### config.mk
export PLATFORM = sky130hd
export DESIGN_NAME = capture_addr_sequencer
export DESIGN_NICKNAME = d
export VERILOG_FILES = /design/src/rtl/capture_addr_sequencer.sv
export SDC_FILE = /design/constraint.sdc
export NUM_CORES = 1
export LEC_CHECK = 0
export ABC_AREA = 1
export BUFFER_PORTS_ARGS = -buffer_cell sky130_fd_sc_hd__clkbuf_2
export CORE_ASPECT_RATIO = 0.7
export CORE_MARGIN = 1.5
export CORE_UTILIZATION = 55
export DETAILED_ROUTE_END_ITERATION = 12
export PLACE_DENSITY = 0.82
export RECOVER_POWER = 50
export SYNTH_ARGS = -nofsm -noshare
export SYNTH_HDL_FRONTEND = slang
export SYNTH_SLANG_ARGS = --single-unit
### constraint.sdc
create_clock -name clk -period 2.26 [get_ports clk]
set_clock_uncertainty 0.1 [all_clocks]
set_input_delay 0.452 -clock clk [delete_from_list [all_inputs] [get_ports clk]]
set_output_delay 0.452 -clock clk [all_outputs]
set_load 0.02 [all_outputs]
### src/rtl/capture_addr_sequencer.sv
// capture_addr_sequencer: SDRAM write-address generator for scope capture.
// Circular pre-trigger buffer. It latches the trigger address, writes POST_COUNT
// more samples, then parks in DONE. Nios reaches it through a 4-word
// Avalon-MM slave.
// Optional build macro CAPTURE_SEQ_IRQ_EN adds a completion interrupt (irq).
module capture_addr_sequencer #(
    parameter int              ADDR_W   = 20,
    parameter logic [ADDR_W-1:0] MAX_ADDR = {ADDR_W{1'b1}}
) (
    input  logic              clk,
    input  logic              reset,
    input  logic [1:0]        address,
    input  logic              chipselect,
    input  logic              write_n,
    input  logic [31:0]       writedata,
    output logic [31:0]       readdata,
    input  logic              sample_valid,
    input  logic              trigger,
    output logic              wr_en,
    output logic [ADDR_W-1:0] wr_addr,
`ifdef CAPTURE_SEQ_IRQ_EN
    output logic              irq,
`endif
    output logic              done
);

    typedef enum logic [1:0] {
        S_IDLE = 2'd0,
        S_PRE  = 2'd1,
        S_POST = 2'd2,
        S_DONE = 2'd3
    } state_t;

    state_t            r_state;
    logic [ADDR_W-1:0] r_addr;
    logic [ADDR_W-1:0] r_post_count;
    logic [ADDR_W-1:0] r_trig_addr;
    logic [ADDR_W-1:0] r_remaining;
    logic              r_wrapped;
    logic              r_irq_en;

    logic w_reg_wr;
    logic w_ctrl_wr;
    logic w_arm;
    logic w_abort;
    logic w_wr_en;
    logic w_at_max;
    logic w_enter_done;
    logic w_unused;

    assign w_reg_wr  = chipselect & ~write_n;
    assign w_ctrl_wr = w_reg_wr & (address == 2'd0);
    assign w_arm     = w_ctrl_wr & writedata[0];
    assign w_abort   = w_ctrl_wr & writedata[1];
    assign w_wr_en   = sample_valid & ((r_state == S_PRE) | (r_state == S_POST));
    assign w_at_max  = (r_addr == MAX_ADDR);
    // The last sample of a capture: a trigger with no post samples, or the final post sample.
    // Abort wins over completion, so it also blocks the transition.
    assign w_enter_done = ~w_abort & w_wr_en &
                          (((r_state == S_PRE) & trigger & (r_post_count == '0)) |
                           ((r_state == S_POST) & (r_remaining == ADDR_W'(1))));
    assign w_unused  = ^writedata[31:ADDR_W];

    assign wr_en   = w_wr_en;
    assign wr_addr = r_addr;
    assign done    = (r_state == S_DONE);

    // Capture FSM, address counter and register file.
    always_ff @(posedge clk) begin
        if (reset) begin
            r_state      <= S_IDLE;
            r_addr       <= '0;
            r_post_count <= '0;
            r_trig_addr  <= '0;
            r_remaining  <= '0;
            r_wrapped    <= 1'b0;
        end else begin
            // The trigger below reads the old POST_COUNT, so a same-cycle write lands next time.
            if (w_reg_wr && address == 2'd1)
                r_post_count <= writedata[ADDR_W-1:0];
            if (w_abort) begin
                // Abort freezes counter, trigger address and remaining. Only the state changes.
                r_state <= S_IDLE;
            end else if (w_arm && (r_state == S_IDLE || r_state == S_DONE)) begin
                r_state     <= S_PRE;
                r_addr      <= '0;
                r_wrapped   <= 1'b0;
                r_remaining <= '0;
            end else if (w_wr_en) begin
                r_addr <= w_at_max ? '0 : r_addr + 1'b1;
                if (r_state == S_PRE) begin
                    if (w_at_max)
                        r_wrapped <= 1'b1;
                    if (trigger) begin
                        r_trig_addr <= r_addr;
                        if (r_post_count == '0) begin
                            r_state <= S_DONE;
                        end else begin
                            r_state     <= S_POST;
                            r_remaining <= r_post_count;
                        end
                    end
                end else begin
                    r_remaining <= r_remaining - 1'b1;
                    if (r_remaining == ADDR_W'(1))
                        r_state <= S_DONE;
                end
            end
        end
    end

`ifdef CAPTURE_SEQ_IRQ_EN
    logic r_irq;
    assign irq = r_irq;

    // Completion interrupt. An ack, arm or abort clears it, and the clear wins over a same-cycle set.
    always_ff @(posedge clk) begin
        if (reset) begin
            r_irq    <= 1'b0;
            r_irq_en <= 1'b0;
        end else begin
            if (w_ctrl_wr)
                r_irq_en <= writedata[2];
            if (w_ctrl_wr && (writedata[3] || writedata[1] || writedata[0]))
                r_irq <= 1'b0;
            else if (w_enter_done && r_irq_en)
                r_irq <= 1'b1;
        end
    end
`else
    assign r_irq_en = 1'b0;
    logic w_unused_done;
    assign w_unused_done = w_enter_done;
`endif

    // Zero-wait-state read mux.
    always_comb begin
        readdata = '0;
        case (address)
            2'd1: readdata = 32'(r_post_count);
            2'd2: readdata = {27'd0, r_irq_en, r_wrapped, (r_state == S_DONE), r_state};
            2'd3: readdata = 32'(r_trig_addr);
            default: readdata = '0;
        endcase
    end

endmodule

# Word-level counts from Yosys, hierarchy flattened
# Index checks and enable logic that the tools add are counted.
# Widths: inputs -> output; s select.
[word_totals]
mem_count = 0
wordCells = 67
latchBits = 0
romBits = 0
ram_bits = 0
reg_bits = 83
output_inout_bits = 54
input_bits = 40
[op_classes]
div_mod_pow = 0
order_cmp = 0
multipliers = 0
n_mux = 19
bitwise = 9
n_eq_ne = 11
shifts = 0
n_addsub = 2
reduce_logical = 19
[ops]
columns = ["op", "count"]
rows = [
  ["$mux 20", 8],
  ["$pmux 20 s3", 1],
  ["$add 20x1->20 const B", 1],
  ["$eq 20x1->1 const B", 1],
  ["$eq 20x20->1 const B", 1],
  ["$logic_not 20->1", 1],
  ["$sub 20x1->20 const B", 1],
  ["$eq 2x2->1 const B", 4],
  ["$reduce_and 4->1", 2],
  ["$reduce_bool 2->1", 4],
  ["$mux 1", 7],
  ["$mux 2", 3],
  ["$ne 3x2->1 const B", 2],
  ["$reduce_and 3->1", 2],
  ["$and 1x1->1", 5],
  ["$reduce_and 5->1", 1],
  ["$eq 2x1->1 const B", 2],
  ["$logic_not 2->1", 2],
  ["$not 1->1", 3],
  ["$reduce_bool 3->1", 1],
  ["$reduce_or 3->1", 1],
  ["$logic_and 1x1->1", 2],
  ["$ne 2x2->1 const B", 1],
  ["$reduce_and 2->1", 1],
  ["3 further kinds", 3],
]

# Logic depth before layout (Yosys ltp)
# Gate-level depths: netlist of run 1.
[logic_depth]
word_depth = 7
ltp_mapped = 13
ltp_nobuf = 13

# Least setup slack after synthesis of run 1
# No wires, ideal clock.
[synth_timing]
path_kind = "register to register"
from = "reg r_state[1]"
to = "reg r_remaining[2]"
t_required_ns = 2.047
stages_incl_launch_ff = 10
arrival_ns = 1.811
setup_ns = 0.113
path_slack_ns = 0.236
path_buffers = 1
period_less_slack_ns = 2.024
path_cell_list = "dfxtp_1 > inv_1 > ha_1 > nor2_2 > o21ai_1 > a21boi_4 > nand2_4 > buf_4 > o21ai_1 > nor2_1"
[synth_between]
elab_chain_len = 5
elab_cells_between_ends = 15
classes_between = "eq/ne (5); mux (3); bitwise (2); reduce/logical (5)"
[synth_rtl]
columns = ["element", "line", "source"]
rows = [
  ["start, declared", "34", "state_t r_state;"],
  ["start signal, assigned", "71", "r_state <= S_IDLE;"],
  ["start signal, assigned", "83", "r_state <= S_IDLE;"],
  ["start signal, assigned", "85", "r_state <= S_PRE;"],
  ["$eq 2x1->1 / $eq 2x2->1 (equally long branches)", "--", ""],
  ["$or 1x1->1 *", "55", "assign w_wr_en = sample_valid & ((r_state == S_PRE) | (r_state == S_POST));"],
  ["$and 1x1->1 *", "55", ""],
  ["via wr_en", "19", "output logic wr_en,"],
  ["$reduce_bool 2->1 (no source line) *", "--", ""],
  ["$reduce_and 4->1 (no source line) *", "--", ""],
  ["end signal, assigned", "100", "r_remaining <= r_post_count;"],
  ["end signal, assigned", "104", "r_remaining <= r_remaining - 1'b1;"],
  ["end, declared", "38", "logic [ADDR_W-1:0] r_remaining;"],
]
# Mark *: on every way through the listed nets, which the timed path passes. The rest lies on a longest branch. The select of a mux whose other input is x is not followed.
# A chain may end at the register's enable or synchronous reset.

# Worst setup path in the final report of run 1
[layout_timing]
from = "reg r_state[1]"
to = "reg r_addr[4] (netlist: wr_addr[4])"
[layout_between]
elab_chain_len = 5
elab_cells_between_ends = 11
classes_between = "eq/ne (3); mux (1); bitwise (2); reduce/logical (5)"
[layout_rtl]
columns = ["element", "line", "source"]
rows = [
  ["$eq 2x1->1, or another cell as far along", "55", ""],
  ["$or 1x1->1 / $logic_or 1x1->1 (equally long branches)", "55, 84", ""],
  ["$and 1x1->1 / $logic_and 1x1->1 (equally long branches)", "55, 84", ""],
  ["$reduce_bool 2->1 (no source line)", "--", ""],
  ["$reduce_and 2->1 (no source line)", "--", ""],
  ["end signal, assigned", "90", "r_addr <= w_at_max ? '0 : r_addr + 1'b1;"],
  ["end, declared", "35", "logic [ADDR_W-1:0] r_addr;"],
]
# Parallel ways exist; a longest one is shown, timed or not.

==> results of run 1 <==
layer usage:
| metal | global-route usage | vias to the layer above | wire length, um |
|---|---|---|---|
| met3 | 0.06910 | 17 | 1197 |
| met1 | 0.4254 | 2257 | 6046 |
| met5 | 0 | - | 0 |
| met4 | 0.08608 | 0 | 163 |
| met2 | 0.4503 | 236 | 5650 |
| li1 | - | 2424 | - |
worst max-delay path, cell delays in order (launching register included):
cell and delay, ns:
dfxtp_1 0.33, inv_1 0.08, ha_1 0.32, nand2_1 0.06, inv_1 0.10, nand4_1 0.12
nand2_1 0.29, nand2_1 0.25, nand2_1 0.11, buf_4 0.21, nor3b_1 0.07
stage by stage:
step	cells	setup WS [ns]	area [sq um]	hold slack, ns
3_3_place_gp	882	0.2107	5085	0.3429
2_1_floorplan	727	0.2359	4637	0.3245
6_report	899	0.09575	5396	0.2563
3_5_place_dp	882	0.1299	5085	0.3440
4_1_cts	897	0.09668	5401	0.2364
5_1_grt	899	0.006681	5396	0.2486
worst paths after layout:
check / from / endpoint / slack [ns] / cells after the start
setup / recovery: r_state[1]$_SDFFE_PP0P_ / wr_addr[4]$_SDFFE_PP0P_ / 0.1 / 10
hold / removal: reset / wr_addr[10]$_SDFFE_PP0P_ / 0.26 / 2
hold reg to reg: r_trig_addr[12]$_SDFFE_PP0P_ / r_trig_addr[12]$_SDFFE_PP0P_ / 0.35 / 2
setup reg to reg: r_state[1]$_SDFFE_PP0P_ / wr_addr[4]$_SDFFE_PP0P_ / 0.1 / 10
cells by family (layout without fill, tap and decap cells):
kind of cell | count (synthesis) | in the layout
AND/OR/NAND/NOR | 354 | 354
AO/OA/AOI/OAI | 134 | 134
buffers and inverters | 130 | 201
flip-flops | 83 | 83
XOR/XNOR | 9 | 9
adder cells (fa/ha/maj) | 5 | 5
other | 1 | 12
synth_stat cells:
master	instances
o21ai_0	56
nor3_1	9
nor2_2	1
buf_2	5
nand2_4	2
nand3_1	41
inv_1	88
clkbuf_1	15
nand3_4	2
clkinv_1	2
inv_2	2
o211ai_1	1
conb_1	1
a21oi_1	56
buf_1	2
or2_0	1
dfxtp_1	83
nand2_1	153
a22oi_1	3
xor2_1	8
o21ai_1	2
nand2_2	1
o22ai_1	10
buf_4	16
nand3_2	1
ha_1	5
or2_2	2
nor2_1	123
xnor2_1	1
nand3b_1	1
nand4_1	13
o21bai_1	2
a21boi_4	1
nor2_4	2
nor3b_1	2
o221ai_1	3
where the power goes:
group | internal, mW | switching [mW]
combinational | 0.180 | 0.335
sequential | 1.49 | 0.0274
clock | 0.987 | 0.575
registers in the layout, indices dropped and copies added, names as in the netlist:
name          cells
r_post_count     20
r_remaining      20
r_state           2
r_trig_addr      20
r_wrapped         1
wr_addr          20
final cells by class:
type                            count  share of cell area
Timing Repair Buffer               94             0.09668
Multi-Input combinational cell    514              0.4486
Sequential cell                    83              0.3079
Clock buffer                       10             0.04428
Clock inverter                      5             0.01438
Tap cell                          101             0.02342
Inverter                           92             0.06469
repair_timing:
| action | in CTS | in global routing |
|---|---|---|
| gates resized for setup | 0 | 1 |
| buffers inserted | 0 | 2 |
| setup endpoints to repair | 0 | 2 |
==> impl_metrics.csv, run 1 <==
group,metric,value,unit
status,status,"complete, but fails checks",
status,violations,"design-rule violations",
grt,antenna_found_initial,0,
clock_tree,cts.hold.buffers_added,0,
worst_setup_path,crit_type,"reg -> reg",
sta,fin_crit_sh,0.9576,
final_layout,regArea,0.001662,sq mm
clock_tree,clk_pin_slew,0.06,ns
floorplanning,core-area,0.007973,sq mm
placed_design,gp_congestion,0.9431,
drt,vias,4934,
drt,ant_nets,0,
clock_tree,htree_levels,3,
worst_setup_path,critPathArrivalTime,2.29,ns
job,max_cap_viol_count,0,
grt,grt_max_degree,38,
final_layout,drive_above_1_share,0.1266,
drt,wl_per_cell,14.53,um
grt,grt_use_total,0.2982,
clock_tree,cts_tree,"yes",
clock_tree,clk_latency,0.34,ns
pwr,p_leak,2.445,nW
final_layout,final_common_cell,"nand2_1",
drt,drtPass1Iterations,11,
drt,drc,6,
sta,grt_setup_unrepaired,"false",
yosys,synth_area,0.004596,sq mm
final_layout,finish.utilization,0.6769,
worst_setup_path,cp-end-kind,"register",
final_layout,num-fill-cells,710,
sta,slew_violations,0,
floorplanning,design.die.area,0.008922,sq mm
placed_design,placement.io_buffers,69,
yosys,synth_top_area_frac,0.3616,
yosys,yosys.area_share.adder,0.01361,
yosys,synthTopCellsByArea,"dfxtp_1, nand2_1, nor2_1, inv_1, a21oi_1",
pwr,vdd_drop_max,0.0004398,V
yosys,synth-warning-count,0,
yosys,yosys.area_share.simple,0.3289,
placed_design,dp_hpwl,9.660,mm
final_layout,fin_nets,839,
yosys,synth_xor_area_frac,0.01715,
yosys,synth-compound-area-share,0.1574,
grt,grt_remaining_overflow,0,
sta,fin_tns_setup,0,ns
floorplanning,pin_count,94,
yosys,synth.avg_cell_area,6.419,sq um
worst_setup_path,crit_required,2.38,ns
sta,period_minus_slack,2.164,ns
sta,timing.fmax,0.4621,GHz
grt,grt_pass1_wl,21.07,mm
yosys,yosysTopAreaCell,"dfxtp_1",
yosys,ys_seq_area_frac,0.3616,
pwr,p_per_area,666.2,mW/mm^2
sta,setup_viol,0,
pwr,totalPowerFinal,3.595,mW
final_layout,mostFrequentLayoutCells,"nand2_1, nor2_1, inv_1, dfxtp_1",
final_layout,syn_to_final_growth,17.42,%
clock_tree,root_buffer,"clkbuf_16",
yosys,muxShareOfSynthArea,0,
floorplanning,rows,27,
clock_tree,cts_buffer_depth,2,
yosys,synth.distinct_cells,36,
worst_setup_path,crit_fanout,14,
floorplanning,initial_core_util,0.5764,
grt,grt_pass1_vias,4479,
clock_tree,cts_buffers,9,
yosys,syn_inst,716,
drt,drt-initial-drc-count,579,
yosys,synth_top_family_by_area,"simple AND/OR/NAND/NOR gates",
final_layout,multi_input_area,0.002421,sq mm
clock_tree,cts.sinks,83,
final_layout,diodes,0,
worst_setup_path,cp-start-kind,"register",
sta,relSlewSlack,0.6019,
sta,worst_pin_slew,0.5971,ns
min_path,hold_class,"in -> reg",
floorplanning,die_y,79.48,um
drt,vias_per_cell,5.488,
floorplanning,die_width,112.3,um
sta,hold_viol,0,
yosys,synth_seq_cells,83,
drt,routed_wl,13.06,mm
Note: power is estimated with default switching activity, not from simulation.
==> inputs of run 2 (changes only) <==
--- a/config.mk
+++ b/config.mk
@@ -11,8 +11,10 @@
 export CORE_MARGIN = 1.5
 export CORE_UTILIZATION = 55
 export DETAILED_ROUTE_END_ITERATION = 12
+export MAX_ROUTING_LAYER = met4
 export PLACE_DENSITY = 0.82
-export RECOVER_POWER = 50
+export RECOVER_POWER = 25
+export SKIP_LAST_GASP = 1
 export SYNTH_ARGS = -nofsm -noshare
 export SYNTH_HDL_FRONTEND = slang
 export SYNTH_SLANG_ARGS = --single-unit
==> impl_metrics.csv, run 2 (synthesis results as in run 1) <==
group,metric,value,unit
sta,setup_viol,0,
floorplanning,die_width,112.3,um
sta,period_minus_slack,2.151,ns
pwr,p_leak,2.429,nW
clock_tree,clk_latency,0.34,ns
floorplanning,design.die.area,0.008922,sq mm
clock_tree,cts_buffers,9,
drt,vias,4905,
placed_design,dpl_cell_area,0.005095,sq mm
clock_tree,clk_pin_slew,0.06,ns
final_layout,drive_above_1_share,0.1297,
floorplanning,initial_core_util,0.5764,
status,violations,"design-rule violations",
floorplanning,rows,27,
drt,drt-initial-drc-count,624,
drt,wl_per_cell,14.52,um
placed_design,gp_congestion,0.9503,
floorplanning,pin_count,94,
worst_setup_path,crit_required,2.44,ns
floorplanning,die_y,79.48,um
worst_setup_path,cp-start-kind,"register",
sta,timing.fmax,0.4649,GHz
sta,fin_tns_setup,0,ns
pwr,p_sw_frac,0.2706,
pwr,vdd_drop_max,0.0004277,V
final_layout,num-fill-cells,732,
min_path,holdCritStartpoint,"writedata[18]",
status,status,"complete, but fails checks",
grt,grt_pass1_vias,4493,
min_path,hold_class,"in -> reg",
sta,hold_viol,0,
grt,grt_pass1_wl,21.32,mm
job,max_cap_viol_count,0,
sta,fin_ws,0.1090,ns
final_layout,final_common_cell,"nand2_1",
sta,fin_crit_sh,0.9518,
grt,grt_max_degree,49,
drt,vias_per_cell,5.480,
sta,worst_pin_slew,0.5585,ns
grt,antenna_found_initial,0,
worst_setup_path,regToRegStartpoint,"r_state[1]$_SDFFE_PP0P_",
pwr,combPwrFrac,0.151,
pwr,pwr-share-clk,0.405,
worst_setup_path,crit_fanout,16,
clock_tree,root_buffer,"clkbuf_16",
final_layout,diodes,0,
final_layout,syn_to_final_growth,16.36,%
drt,ant_nets,0,
pwr,p_switching,925.5,uW
worst_setup_path,cp-startpoint,"r_state[1]$_SDFFE_PP0P_",
sta,relSlewSlack,0.6277,
sta,grt_setup_unrepaired,"true",
clock_tree,cts.sinks,83,
worst_setup_path,critPathArrivalTime,2.33,ns
worst_setup_path,cp-end-kind,"register",
drt,drtPass1Iterations,12,
sta,fin_hold_ws,0.2653,ns
placed_design,dp_hpwl,9.645,mm
placed_design,dp_cells,880,
grt,grt_use_total,0.3107,
final_layout,mostFrequentLayoutCells,"nand2_1, nor2_1, inv_1, dfxtp_1",
placed_design,place_ws,0.1460,ns
placed_design,placement.io_buffers,69,
final_layout,fin_area,0.005348,sq mm
clock_tree,cts_buffer_depth,2,
drt,drc,5,
worst_setup_path,crit_type,"reg -> reg",
clock_tree,cts_tree,"yes",
pwr,pwr-share-seq,0.444,
final_layout,finish.utilization,0.6707,
pwr,p_per_area,639.5,mW/mm^2
floorplanning,core-area,0.007973,sq mm
pwr,power.internal,2.494,mW
pwr,totalPowerFinal,3.420,mW
drt,routed_wl,12.99,mm
final_layout,fin_nets,835,
grt,grt_remaining_overflow,0,
clock_tree,htree_levels,3,
final_layout,instances_no_fill,895,
sta,slew_violations,0,
==> run 2: cell types whose count changed in the layout (fill, tap and decap cells not counted), sizes merged <==
| cell | delta |
|---|---|
| buf | -2 |
| bufinv | -2 |
| inv | +1 |
| clkinvlp | -2 |
| clkbuf | +1 |
==> run 2: final cells by class <==
type                    count  area [sq um]  share of cell area
clock buffers              13         270.3             0.05054
clock inverters             2         10.01            0.001872
inverters                  92         345.3             0.06458
multi-input cells         514          2431              0.4546
flip-flops and latches     83          1662              0.3107
well taps                 101         126.4             0.02363
repair buffers             90         503.0             0.09406
==> run 2: final timing paths <==
kind         slack, ns  cells after the start                            end
max               0.11                     11   r_remaining[14]$_SDFFE_PP0P_
min               0.27                      3  r_post_count[18]$_SDFFE_PP0P_
max reg2reg       0.11                     11   r_remaining[14]$_SDFFE_PP0P_
min reg2reg       0.36                      2   r_trig_addr[19]$_SDFFE_PP0P_
==> run 2: routing by layer <==
layer | wire [um] | vias to the layer above | GRT usage
li1 | - | 2418 | -
met1 | 5964 | 2220 | 0.4140
met2 | 5673 | 249 | 0.4804
met3 | 1227 | 18 | 0.07517
met4 | 128 | 0 | 0.07595
met5 | 0 | - | -
==> run 2: repair_timing <==
item / 4_1_cts / 5_1_grt
buffers inserted: 0 / 0
hold buffers: 0 / 0
resized for setup: 0 / 3
setup endpoints to repair: 0 / 17
==> run 2: power by group through the flow <==
stage,clock (mW),combinational (mW),sequential [mW]
final,1.39,0.515,1.52
after floorplan,0,0.379,1.54
after global placement,0,0.481,1.55
after CTS,1.41,0.503,1.52
after global routing,1.46,0.574,1.52
after detailed placement,0,0.498,1.55
==> run 2: worst max-delay path: stages (launching register included) <==
cell,delay [ns]
dfxtp_1,0.33
inv_1,0.07
ha_1,0.32
nand2_1,0.08
inv_1,0.07
nand3_4,0.18
nand2_2,0.08
inv_1,0.42
nand2_1,0.12
o21ai_0,0.17
nor2_1,0.06
nor2_1,0.09
==> inputs of run 3 (changes only) <==
--- a/config.mk
+++ b/config.mk
@@ -10,10 +10,12 @@
 export CORE_ASPECT_RATIO = 0.7
 export CORE_MARGIN = 1.5
 export CORE_UTILIZATION = 55
+export CTS_BUF_LIST = sky130_fd_sc_hd__clkbuf_16
 export DETAILED_ROUTE_END_ITERATION = 12
 export MAX_ROUTING_LAYER = met4
 export PLACE_DENSITY = 0.82
 export RECOVER_POWER = 25
+export SETUP_SLACK_MARGIN = 0.3
 export SKIP_LAST_GASP = 1
 export SYNTH_ARGS = -nofsm -noshare
 export SYNTH_HDL_FRONTEND = slang
==> impl_metrics.csv, run 3 (synthesis results as in run 1) <==
group,metric,value,unit
worst_setup_path,cp-startpoint,"address[0]",
floorplanning,core-area,0.007973,sq mm
pwr,p_leak,2.546,nW
drt,drt-initial-drc-count,572,
pwr,p_switching,953.6,uW
clock_tree,root_buffer,"clkbuf_16",
pwr,combPwrFrac,0.160,
sta,slew_violations,0,
sta,hold_viol,0,
floorplanning,die_width,112.3,um
placed_design,dpl_cell_area,0.005077,sq mm
grt,grt_remaining_overflow,0,
clock_tree,cts_buffer_depth,2,
worst_setup_path,crit_fanout,6,
worst_setup_path,crit_required,1.71,ns
final_layout,fin_area,0.005614,sq mm
floorplanning,design.die.area,0.008922,sq mm
min_path,hold_class,"in -> reg",
clock_tree,cts_buffers,9,
worst_setup_path,cp-start-kind,"input port",
sta,period_minus_slack,2.043,ns
job,max_cap_viol_count,0,
sta,fin_crit_sh,0.9038,
grt,antenna_found_initial,0,
final_layout,drive_above_1_share,0.1704,
worst_setup_path,regToRegStartpoint,"r_state[1]$_SDFFE_PP0P_",
worst_setup_path,cp-end-kind,"primary output",
placed_design,dp_hpwl,9.648,mm
grt,grt_use_total,0.3160,
pwr,p_sw_frac,0.2742,
grt,grt_max_degree,35,
floorplanning,rows,27,
status,status,"complete, but fails checks",
worst_setup_path,crit_path_end,"readdata[14]",
drt,routed_wl,13.56,mm
drt,wl_per_cell,14.88,um
drt,vias,5008,
floorplanning,initial_core_util,0.5764,
final_layout,num-fill-cells,665,
final_layout,syn_to_final_growth,22.16,%
clock_tree,clk_pin_slew,0.06,ns
worst_setup_path,r2r_end,"r_remaining[10]$_SDFFE_PP0P_",
floorplanning,die_y,79.48,um
final_layout,final_common_cell,"nand2_1",
worst_setup_path,reg2regPathDepth,12,
pwr,power.internal,2.524,mW
clock_tree,cts.hold.buffers_added,0,
drt,drc,6,
placed_design,placement.io_buffers,69,
sta,fin_hold_ws,0.2601,ns
status,violations,"design-rule violations",
placed_design,gp_congestion,1.003,
final_layout,regArea,0.001664,sq mm
pwr,pwr-share-seq,0.437,
grt,grt_pass1_vias,4524,
clock_tree,clk_latency,0.34,ns
floorplanning,pin_count,94,
final_layout,fin_nets,851,
drt,drtPass1Iterations,9,
pwr,vdd_drop_max,0.0004870,V
clock_tree,htree_levels,3,
drt,vias_per_cell,5.497,
final_layout,diodes,0,
sta,timing.fmax,0.4896,GHz
drt,ant_nets,0,
grt,grt_pass1_wl,21.40,mm
clock_tree,cts_tree,"yes",
worst_setup_path,critPathArrivalTime,1.49,ns
sta,fin_tns_setup,0,ns
pwr,pwr-share-clk,0.403,
worst_setup_path,reg2reg_slack,0.34,ns
sta,setup_viol,0,
clock_tree,cts.sinks,83,
worst_setup_path,crit_type,"in -> out",
final_layout,mostFrequentLayoutCells,"nand2_1, nor2_1, inv_1, dfxtp_1, a21oi_1",
pwr,p_per_area,619.5,mW/mm^2
sta,grt_setup_unrepaired,"true",
final_layout,multi_input_area,0.002540,sq mm
[run 3: power by group through the flow]
| stage | Sequential (mW) | Clock, mW | Combinational (mW) |
|---|---|---|---|
| global route | 1.52 | 1.47 | 0.630 |
| global placement | 1.55 | 0 | 0.479 |
| finish | 1.52 | 1.40 | 0.556 |
| detailed placement | 1.55 | 0 | 0.493 |
| CTS | 1.52 | 1.42 | 0.511 |
| floorplan | 1.54 | 0 | 0.380 |
[run 3: cell type report]
class / count / share of cell area
Clock inverter: 6 / 0.008915
Sequential cell: 83 / 0.2964
Clock buffer: 9 / 0.04012
Multi-Input combinational cell: 514 / 0.4524
Tap cell: 101 / 0.02251
Timing Repair Buffer: 106 / 0.1168
Inverter: 92 / 0.06285
[run 3: worst min-delay path by stage]
stage / from / to / slack (ns) / cells after the start
after CTS: reset / wr_addr[8]$_SDFFE_PP0P_ / 0.24 / 2
after global routing: reset / wr_addr[8]$_SDFFE_PP0P_ / 0.27 / 2
after global placement: r_trig_addr[19]$_SDFFE_PP0P_ / r_trig_addr[19]$_SDFFE_PP0P_ / 0.34 / 2
after detailed placement: r_trig_addr[12]$_SDFFE_PP0P_ / r_trig_addr[12]$_SDFFE_PP0P_ / 0.35 / 2
after floorplan: r_trig_addr[12]$_SDFFE_PP0P_ / r_trig_addr[12]$_SDFFE_PP0P_ / 0.32 / 2
final: reset / wr_addr[15]$_SDFFE_PP0P_ / 0.26 / 2
[run 3: routing by layer]
metal	routed length (um)	global-route usage	share of wire
met5	0	-	0
met4	173	0.09367	0.013
met3	1396	0.08808	0.10
met2	5711	0.4706	0.42
met1	6278	0.4218	0.46
[run 3: repair_timing]
action,4_1_cts,5_1_grt
endpoints found under the hold margin,0,0
gates cloned,1,1
resized for setup,11,51
buffers inserted,5,7
pin swaps,1,14
setup endpoints to repair,51,57
[run 3: critical path, stage by stage]
cell,delay [ns]
clkbuf_2,0.14
inv_1,0.10
nor2_4,0.16
clkbuf_1,0.25
nand2_1,0.07
o21ai_0,0.11
buf_4,0.19
[run 3: stage by stage]
stage | power [mW] | utilization | std cells | setup slack (ns)
after floorplan | 1.922 | - | 727 | 0.3373
after global placement | 2.028 | 0.6368 | 882 | 0.1706
after detailed placement | 2.042 | 0.6368 | 882 | 0.1176
after CTS | 3.446 | 0.6839 | 903 | 0.2933
after global routing | 3.622 | 0.7042 | 911 | 0.1607
final | 3.478 | 0.7042 | 911 | 0.2174
